`config.mk`:
```
export PLATFORM = sky130hd
export DESIGN_NAME = q_update_ctrl_flat
export DESIGN_NICKNAME = d
export VERILOG_FILES = /design/src/rtl/q_update_ctrl_if.sv /design/src/rtl/q_update_ctrl.sv /design/src/flat_wrapper.sv
export SDC_FILE = /design/constraint.sdc
export NUM_CORES = 1
export LEC_CHECK = 0
export ABC_AREA = 1
export CAP_MARGIN = 0
export CORE_MARGIN = 2
export CORE_UTILIZATION = 40
export CTS_BUF_LIST = sky130_fd_sc_hd__clkbuf_4
export DETAILED_ROUTE_END_ITERATION = 6
export GPL_ROUTABILITY_DRIVEN = 0
export GPL_TIMING_DRIVEN = 0
export HOLD_SLACK_MARGIN = 0.03
export PLACE_DENSITY = 0.66
export SKIP_CTS_REPAIR_TIMING = 1
export SKIP_LAST_GASP = 1
export SYNTH_ARGS = -nofsm -noshare
export SYNTH_HDL_FRONTEND = slang
export SYNTH_SLANG_ARGS = --single-unit
export TNS_END_PERCENT = 10
```
`constraint.sdc`:
```
create_clock -name clk -period 10.3 [get_ports clk]
set_clock_uncertainty 0.15 [all_clocks]
set_input_delay 1.03 -clock clk [delete_from_list [all_inputs] [get_ports clk]]
set_output_delay 1.03 -clock clk [all_outputs]
set_load 0.05 [all_outputs]
```
`src/rtl/q_update_ctrl_if.sv`:
```
// Agent request/response and Q-table RAM signals of the Q-learning update controller.
// Pure wiring, no latency.
// Handshake is valid/ready on the agent side; the RAM side uses strobes plus a read-valid pulse.
interface q_update_ctrl_if #(
  parameter int DATA_WIDTH    = 16,
  parameter int STATES_WIDTH  = 4,
  parameter int ACTIONS       = 4,
  parameter int ACTIONS_WIDTH = 2
);
  // Agent side
  logic                            i_upd_valid;
  logic                            o_upd_ready;
  logic [STATES_WIDTH-1:0]         i_st;
  logic [STATES_WIDTH-1:0]         i_next_st;
  logic [ACTIONS_WIDTH-1:0]        i_at;
  logic [DATA_WIDTH-1:0]           i_reward;
  logic                            i_dump;
  logic                            o_done;
  logic [DATA_WIDTH-1:0]           o_q_new;
  logic [ACTIONS_WIDTH-1:0]        o_best_action;
  // RAM side
  logic                            o_re;
  logic                            o_we;
  logic                            o_write_file_en;
  logic [STATES_WIDTH-1:0]         o_st;
  logic [STATES_WIDTH-1:0]         o_next_st;
  logic [ACTIONS_WIDTH-1:0]        o_at;
  logic [DATA_WIDTH-1:0]           o_data;
  logic [DATA_WIDTH-1:0]           i_q;
  logic [DATA_WIDTH*ACTIONS-1:0]   i_next_q;
  logic                            i_valid;

  // Controller side
  modport slave (
    input  i_upd_valid, i_st, i_next_st, i_at, i_reward, i_dump, i_q, i_next_q, i_valid,
    output o_upd_ready, o_done, o_q_new, o_best_action,
    output o_re, o_we, o_write_file_en, o_st, o_next_st, o_at, o_data
  );

  // Agent/RAM environment side
  modport master (
    output i_upd_valid, i_st, i_next_st, i_at, i_reward, i_dump, i_q, i_next_q, i_valid,
    input  o_upd_ready, o_done, o_q_new, o_best_action,
    input  o_re, o_we, o_write_file_en, o_st, o_next_st, o_at, o_data
  );
endinterface

```
`src/rtl/q_update_ctrl.sv`:
```
// One Q-learning update per request: read Q(s,a) and next row, argmax scan, fixed-point update, write back.
// Latency: accept at cycle 0, o_re at 1, o_we at 5+ACTIONS, o_done at 6+ACTIONS (RAM answering 2 cycles after o_re).
// Backpressure: o_upd_ready is high only in IDLE; WAIT stalls indefinitely for i_valid.
module q_update_ctrl #(
  parameter int DATA_WIDTH    = 16,
  parameter int STATES        = 16,
  parameter int STATES_WIDTH  = 4,
  parameter int ACTIONS       = 4,
  parameter int ACTIONS_WIDTH = 2,
  parameter int ALPHA_SHIFT   = 2,
  parameter int GAMMA_SHIFT   = 3
) (
  input logic            clk,
  input logic            rst,
  q_update_ctrl_if.slave bus
);
  localparam int W  = DATA_WIDTH + 2;
  localparam int RW = DATA_WIDTH * ACTIONS;
  localparam logic [ACTIONS_WIDTH-1:0] LAST_ACT = ACTIONS_WIDTH'(ACTIONS - 1);
  localparam logic signed [W-1:0] SAT_MAX = (W'(1) <<< (DATA_WIDTH - 1)) - W'(1);
  localparam logic signed [W-1:0] SAT_MIN = -(W'(1) <<< (DATA_WIDTH - 1));

  if (STATES > (1 << STATES_WIDTH)) begin : g_bad_states
    $error("STATES does not fit in STATES_WIDTH");
  end

  typedef enum logic [2:0] {S_IDLE, S_READ, S_WAIT, S_MAX, S_CALC, S_WRITE, S_DONE} state_t;

  state_t                         state_q, state_d;
  logic                           ready_q, ready_d;
  logic                           re_q, re_d, we_q, we_d, done_q, done_d, wfe_q, wfe_d;
  logic                           pend_q, pend_d;
  logic [STATES_WIDTH-1:0]        st_q, st_d, nst_q, nst_d;
  logic [ACTIONS_WIDTH-1:0]       at_q, at_d, cnt_q, cnt_d, arg_q, arg_d, best_q, best_d;
  logic signed [DATA_WIDTH-1:0]   r_q, r_d, q_q, q_d, max_q, max_d;
  logic [RW-1:0]                  row_q, row_d;
  logic [DATA_WIDTH-1:0]          data_q, data_d, q_new_q, q_new_d;
  logic                           accept, drain;
  logic signed [DATA_WIDTH-1:0]   cur_val;
  logic signed [W-1:0]            max_x, q_x, r_x, g_w, tgt_w, td_w, sum_w;
  logic [DATA_WIDTH-1:0]          q_sat;

  assign accept  = bus.i_upd_valid && ready_q;
  assign cur_val = row_q[DATA_WIDTH*(ACTIONS-1-int'(cnt_q)) +: DATA_WIDTH];

  // Fixed-point update on sign-extended operands; shifts are arithmetic (floor)
  assign max_x = {{2{max_q[DATA_WIDTH-1]}}, max_q};
  assign q_x   = {{2{q_q[DATA_WIDTH-1]}}, q_q};
  assign r_x   = {{2{r_q[DATA_WIDTH-1]}}, r_q};
  assign g_w   = max_x - (max_x >>> GAMMA_SHIFT);
  assign tgt_w = r_x + g_w;
  assign td_w  = tgt_w - q_x;
  assign sum_w = q_x + (td_w >>> ALPHA_SHIFT);

  // Clamp the widened result back into the signed DATA_WIDTH range
  always_comb begin
    q_sat = sum_w[DATA_WIDTH-1:0];
    if (sum_w > SAT_MAX)      q_sat = SAT_MAX[DATA_WIDTH-1:0];
    else if (sum_w < SAT_MIN) q_sat = SAT_MIN[DATA_WIDTH-1:0];
  end

  // Next-state logic for the FSM, datapath registers, dump tracking and strobes
  always_comb begin
    state_d = state_q;
    st_d    = st_q;
    nst_d   = nst_q;
    at_d    = at_q;
    r_d     = r_q;
    q_d     = q_q;
    row_d   = row_q;
    max_d   = max_q;
    arg_d   = arg_q;
    cnt_d   = cnt_q;
    data_d  = data_q;
    q_new_d = q_new_q;
    best_d  = best_q;
    pend_d  = pend_q;
    wfe_d   = 1'b0;
    drain   = 1'b0;
    case (state_q)
      S_IDLE: begin
        if (accept) begin
          st_d    = bus.i_st;
          nst_d   = bus.i_next_st;
          at_d    = bus.i_at;
          r_d     = bus.i_reward;
          state_d = S_READ;
          // A dump arriving with an accepted update waits for that update to finish
          if (bus.i_dump) pend_d = 1'b1;
        end else if (bus.i_dump) begin
          wfe_d = 1'b1;
        end
      end
      S_READ: state_d = S_WAIT;
      S_WAIT: begin
        if (bus.i_valid) begin
          q_d     = bus.i_q;
          row_d   = bus.i_next_q;
          max_d   = bus.i_next_q[RW-1 -: DATA_WIDTH];
          arg_d   = '0;
          cnt_d   = '0;
          state_d = S_MAX;
        end
      end
      S_MAX: begin
        // Strictly greater keeps the lowest index on ties
        if (cur_val > max_q) begin
          max_d = cur_val;
          arg_d = cnt_q;
        end
        if (cnt_q == LAST_ACT) state_d = S_CALC;
        else                   cnt_d   = cnt_q + 1'b1;
      end
      S_CALC: begin
        data_d  = q_sat;
        state_d = S_WRITE;
      end
      S_WRITE: begin
        q_new_d = data_q;
        best_d  = arg_q;
        state_d = S_DONE;
      end
      S_DONE:  state_d = S_IDLE;
      default: state_d = S_IDLE;
    endcase
    if (state_q != S_IDLE && bus.i_dump) pend_d = 1'b1;
    // Pending dump goes out in the first IDLE cycle, which then refuses new updates
    if (state_q == S_DONE && pend_d) begin
      wfe_d  = 1'b1;
      pend_d = 1'b0;
      drain  = 1'b1;
    end
    re_d    = (state_d == S_READ);
    we_d    = (state_d == S_WRITE);
    done_d  = (state_d == S_DONE);
    ready_d = (state_d == S_IDLE) && !drain;
  end

  // Single register stage for FSM state, datapath and all registered outputs
  always_ff @(posedge clk) begin
    if (rst) begin
      state_q <= S_IDLE;
      ready_q <= 1'b0;
      re_q    <= 1'b0;
      we_q    <= 1'b0;
      done_q  <= 1'b0;
      wfe_q   <= 1'b0;
      pend_q  <= 1'b0;
      st_q    <= '0;
      nst_q   <= '0;
      at_q    <= '0;
      r_q     <= '0;
      q_q     <= '0;
      row_q   <= '0;
      max_q   <= '0;
      arg_q   <= '0;
      cnt_q   <= '0;
      data_q  <= '0;
      q_new_q <= '0;
      best_q  <= '0;
    end else begin
      state_q <= state_d;
      ready_q <= ready_d;
      re_q    <= re_d;
      we_q    <= we_d;
      done_q  <= done_d;
      wfe_q   <= wfe_d;
      pend_q  <= pend_d;
      st_q    <= st_d;
      nst_q   <= nst_d;
      at_q    <= at_d;
      r_q     <= r_d;
      q_q     <= q_d;
      row_q   <= row_d;
      max_q   <= max_d;
      arg_q   <= arg_d;
      cnt_q   <= cnt_d;
      data_q  <= data_d;
      q_new_q <= q_new_d;
      best_q  <= best_d;
    end
  end

  assign bus.o_upd_ready     = ready_q;
  assign bus.o_re            = re_q;
  assign bus.o_we            = we_q;
  assign bus.o_done          = done_q;
  assign bus.o_write_file_en = wfe_q;
  assign bus.o_st            = st_q;
  assign bus.o_next_st       = nst_q;
  assign bus.o_at            = at_q;
  assign bus.o_data          = data_q;
  assign bus.o_q_new         = q_new_q;
  assign bus.o_best_action   = best_q;
endmodule

```
`src/flat_wrapper.sv`:
```
// flat-port wrapper written by rule: the top's interface ports become plain ports
module q_update_ctrl_flat 
#(
  parameter int DATA_WIDTH    = 16,
  parameter int STATES        = 16,
  parameter int STATES_WIDTH  = 4,
  parameter int ACTIONS       = 4,
  parameter int ACTIONS_WIDTH = 2,
  parameter int ALPHA_SHIFT   = 2,
  parameter int GAMMA_SHIFT   = 3
)
  (clk, rst, bus_i_upd_valid, bus_i_st, bus_i_next_st, bus_i_at, bus_i_reward, bus_i_dump, bus_i_q, bus_i_next_q, bus_i_valid, bus_o_upd_ready, bus_o_done, bus_o_q_new, bus_o_best_action, bus_o_re, bus_o_we, bus_o_write_file_en, bus_o_st, bus_o_next_st, bus_o_at, bus_o_data);
  q_update_ctrl_if #(.DATA_WIDTH(DATA_WIDTH), .STATES_WIDTH(STATES_WIDTH), .ACTIONS(ACTIONS), .ACTIONS_WIDTH(ACTIONS_WIDTH)) bus_i ();
  input logic clk;
  input logic rst;
  input wire logic [$bits(bus_i.i_upd_valid)-1:0] bus_i_upd_valid;
  input wire logic [$bits(bus_i.i_st)-1:0] bus_i_st;
  input wire logic [$bits(bus_i.i_next_st)-1:0] bus_i_next_st;
  input wire logic [$bits(bus_i.i_at)-1:0] bus_i_at;
  input wire logic [$bits(bus_i.i_reward)-1:0] bus_i_reward;
  input wire logic [$bits(bus_i.i_dump)-1:0] bus_i_dump;
  input wire logic [$bits(bus_i.i_q)-1:0] bus_i_q;
  input wire logic [$bits(bus_i.i_next_q)-1:0] bus_i_next_q;
  input wire logic [$bits(bus_i.i_valid)-1:0] bus_i_valid;
  output wire logic [$bits(bus_i.o_upd_ready)-1:0] bus_o_upd_ready;
  output wire logic [$bits(bus_i.o_done)-1:0] bus_o_done;
  output wire logic [$bits(bus_i.o_q_new)-1:0] bus_o_q_new;
  output wire logic [$bits(bus_i.o_best_action)-1:0] bus_o_best_action;
  output wire logic [$bits(bus_i.o_re)-1:0] bus_o_re;
  output wire logic [$bits(bus_i.o_we)-1:0] bus_o_we;
  output wire logic [$bits(bus_i.o_write_file_en)-1:0] bus_o_write_file_en;
  output wire logic [$bits(bus_i.o_st)-1:0] bus_o_st;
  output wire logic [$bits(bus_i.o_next_st)-1:0] bus_o_next_st;
  output wire logic [$bits(bus_i.o_at)-1:0] bus_o_at;
  output wire logic [$bits(bus_i.o_data)-1:0] bus_o_data;
  assign bus_i.i_upd_valid = bus_i_upd_valid;
  assign bus_i.i_st = bus_i_st;
  assign bus_i.i_next_st = bus_i_next_st;
  assign bus_i.i_at = bus_i_at;
  assign bus_i.i_reward = bus_i_reward;
  assign bus_i.i_dump = bus_i_dump;
  assign bus_i.i_q = bus_i_q;
  assign bus_i.i_next_q = bus_i_next_q;
  assign bus_i.i_valid = bus_i_valid;
  assign bus_o_upd_ready = bus_i.o_upd_ready;
  assign bus_o_done = bus_i.o_done;
  assign bus_o_q_new = bus_i.o_q_new;
  assign bus_o_best_action = bus_i.o_best_action;
  assign bus_o_re = bus_i.o_re;
  assign bus_o_we = bus_i.o_we;
  assign bus_o_write_file_en = bus_i.o_write_file_en;
  assign bus_o_st = bus_i.o_st;
  assign bus_o_next_st = bus_i.o_next_st;
  assign bus_o_at = bus_i.o_at;
  assign bus_o_data = bus_i.o_data;
  q_update_ctrl #(.DATA_WIDTH(DATA_WIDTH), .STATES(STATES), .STATES_WIDTH(STATES_WIDTH), .ACTIONS(ACTIONS), .ACTIONS_WIDTH(ACTIONS_WIDTH), .ALPHA_SHIFT(ALPHA_SHIFT), .GAMMA_SHIFT(GAMMA_SHIFT)) u_core (.clk(clk), .rst(rst), .bus(bus_i));
endmodule
```
==> results.ini <==
[status]
status=finished clean

[detailed_routing]
via_per_inst=4.918
drtPass1Iterations=5
drtIter0Drc=527
drcViolationCount=0
wl_per_cell_um=15.64
drtAntennaViolNets=0
totalWireLength_um=28650
num_vias=9009

[clocking]
cts_tree=built
clk_path_buf_depth=2
clk_latency_ns=0.59
clock-sinks=169
clk_pin_slew_ns=0.14
htreeDepth=4
cts-root-buf=clkbuf_4
cts_buffers=17

[critical_path]
path_max_fanout=10
critPathArrivalTime_ns=5.42
required_ns=10.62
reg2reg_slack_ns=5.20
start_kind=flop
cp-end-kind=flop
crit_type=reg -> reg

[floorplanning]
rows=56
die_area_mm2=0.02480
die_x_um=157.5
num_io_pins=160
start_util_pct=40.39
dieHeight_um=157.5
coreArea_mm2=0.02333

[placed_design]
portBuffers=159
dp_hpwl_um=23070
dpl_worst_slack_ns=5.240
dp.cells=1799

[power_and_ir_drop]
p_clk_share_pct=15.1
p_leak_uw=0.005228
p_switching_uw=1086
share_comb_of_total_power_pct=54.7
power_density_mw_per_mm2=202.6
pwr-share-seq_pct=30.2
ir_drop_mv=0.09128
p_int_uw=1277
sw_frac_of_total_pct=45.97

[final_layout]
finalNetCount=1695
layout_commonest_cell=nor2_1
final_util_pct=49.97
flow.area_growth_from_synthesis_pct=23.73
stdcell_count=1832
final_cell_mix=nor2_1 (264), nand2_1 (188), o21ai_0 (186), dfxtp_1 (169), clkdlybuf4s50_1 (159)
final_layout_size_suffix_gt1_share_pct=3.638

[yosys]
ys_ff_latch=169
syn_area_per_cell_um2=7.133
synthesis.area_mm2=0.009423
syn_nets=1517
synth.distinct_cells=37
synth_edf_count=0
yosysSeqAreaShare_pct=35.90
synth_flop_cell=dfxtp_1
syn_inst=1321
yosys_warnings=0
async_reset_ff_share_pct=0
synth_top_area_share_pct=35.90
synth_area_leaders=dfxtp_1 (36%), nor2_1 (11%), o21ai_0 (9.9%)
yosys.area.top_type=dfxtp_1

[grt]
grt_pass1_vias=8517
grt-ovfl-total=0
antenna_found_initial=1
grt_pass1_wl_um=44490
grt_usage_pct=23.44
grt_max_degree=17

[sta]
fin_ws_ns=5.202
finalHoldViolCount=0
rsz0062_at_grt=false
min_period_over_period_pct=49.49
setup_viol=0
final.min_clock_period_ns=5.098
fin_tns_setup_ns=0
drv_slew=0
tightest_slew_ns=0.6928
fmax_ghz=0.1962
maxSlewHeadroom_pct=53.81

[run]
cap_violations=0

[min_path]
hold_class=reg -> reg

## worst max-delay path, cell delays in order (launching register included)
cell and delay [ns]:
dfxtp_1 0.39, inv_1 0.12, fa_1 0.51, fa_1 0.51
inv_1 0.04, ha_1 0.32, a21oi_1 0.14, o21a_1 0.12
nand2_1 0.10, a21boi_0 0.40, o21ai_0 0.22, nand2_1 0.12
nand2_1 0.05, nand2_1 0.06, nand2_1 0.06, ha_1 0.34
nand2_1 0.10, nor2_1 0.20, and3_1 0.18, nand2_1 0.11
nand3_1 0.10, nand2_1 0.08, a21oi_1 0.20, buf_2 0.26
a21oi_1 0.10
## synth_stat cells, types with 11 or more instances
master and count:
a21oi_1 98, buf_2 11, clkbuf_1 47, dfxtp_1 169
fa_1 32, ha_1 53, inv_1 138, nand2_1 188
nand3_1 35, nor2_1 264, o21ai_0 186, o22ai_1 16
xor2_1 22
## registers in the layout, indices dropped and copies added (netlist names), 4 cells and up
signal,flops
u_core.bus.o_data,16
u_core.bus.o_next_st,4
u_core.bus.o_q_new,16
u_core.bus.o_st,4
u_core.max_q,16
u_core.q_q,16
u_core.r_q,16
u_core.row_q,64
## area by class of cell
class / instances / area [µm²]
tap: 319 / 399.1
antenna: 1 / 2.502
sequential: 169 / 3383
buffer: 63 / 254.0
timing repair buffer: 159 / 1592
fill: 2322 / 11670
clock buffer: 20 / 150.1
inverter: 144 / 540.5
multi-input combinational: 945 / 5245
clock inverter: 12 / 92.59
## cell families after synthesis
| group | after synthesis | share of synthesized area, % |
|---|---|---|
| xor+xnor | 26 | 2.417 |
| compound gates | 322 | 17.85 |
| simple gates | 512 | 21.56 |
| fa+ha+maj | 85 | 13.84 |
| flops | 169 | 35.90 |
| buf+inv | 207 | 8.432 |
## final timing paths
| kind | startpoint | end | depth (start not counted) |
|---|---|---|---|
| setup / recovery | u_core.max_q[5] | u_core.bus.o_data[3] | 24 |
| hold reg to reg | u_core.arg_q[0] | u_core.bus.o_best_action[0] | 2 |
| setup reg to reg | u_core.max_q[5] | u_core.bus.o_data[3] | 24 |
| hold / removal | u_core.arg_q[0] | u_core.bus.o_best_action[0] | 2 |
## per-layer routing
| layer | vias up | GRT usage (%) | part of all wire [%] |
|---|---|---|---|
| met5 | - | 0 | 0 |
| met4 | 0 | 6.926 | 2.6 |
| met3 | 43 | 3.442 | 4.5 |
| met2 | 266 | 40.63 | 48 |
| met1 | 4083 | 30.20 | 45 |
| li1 | 4617 | - | - |
## power groups by stage
| stage | registers [µW] | logic [µW] | clock network [µW] |
|---|---|---|---|
| 2_1_floorplan | 741 | 938 | 0 |
| 3_3_place_gp | 728 | 1270 | 0 |
| 3_5_place_dp | 729 | 1280 | 0 |
| 4_1_cts | 714 | 1290 | 361 |
| 5_1_grt | 719 | 1480 | 385 |
| 6_report | 715 | 1290 | 356 |
## stage by stage
stage / power [µW] / hold WS, ns / cell area [µm²]
after floorplan: 1678 / 0.2801 / 9423
after global placement: 1994 / 0.3057 / 11410
after detailed placement: 2007 / 0.3175 / 11410
after CTS: 2364 / 0.3342 / 11660
after global routing: 2584 / 0.3601 / 11660
final: 2363 / 0.3321 / 11660
Power figures use the tool's default switching activity.
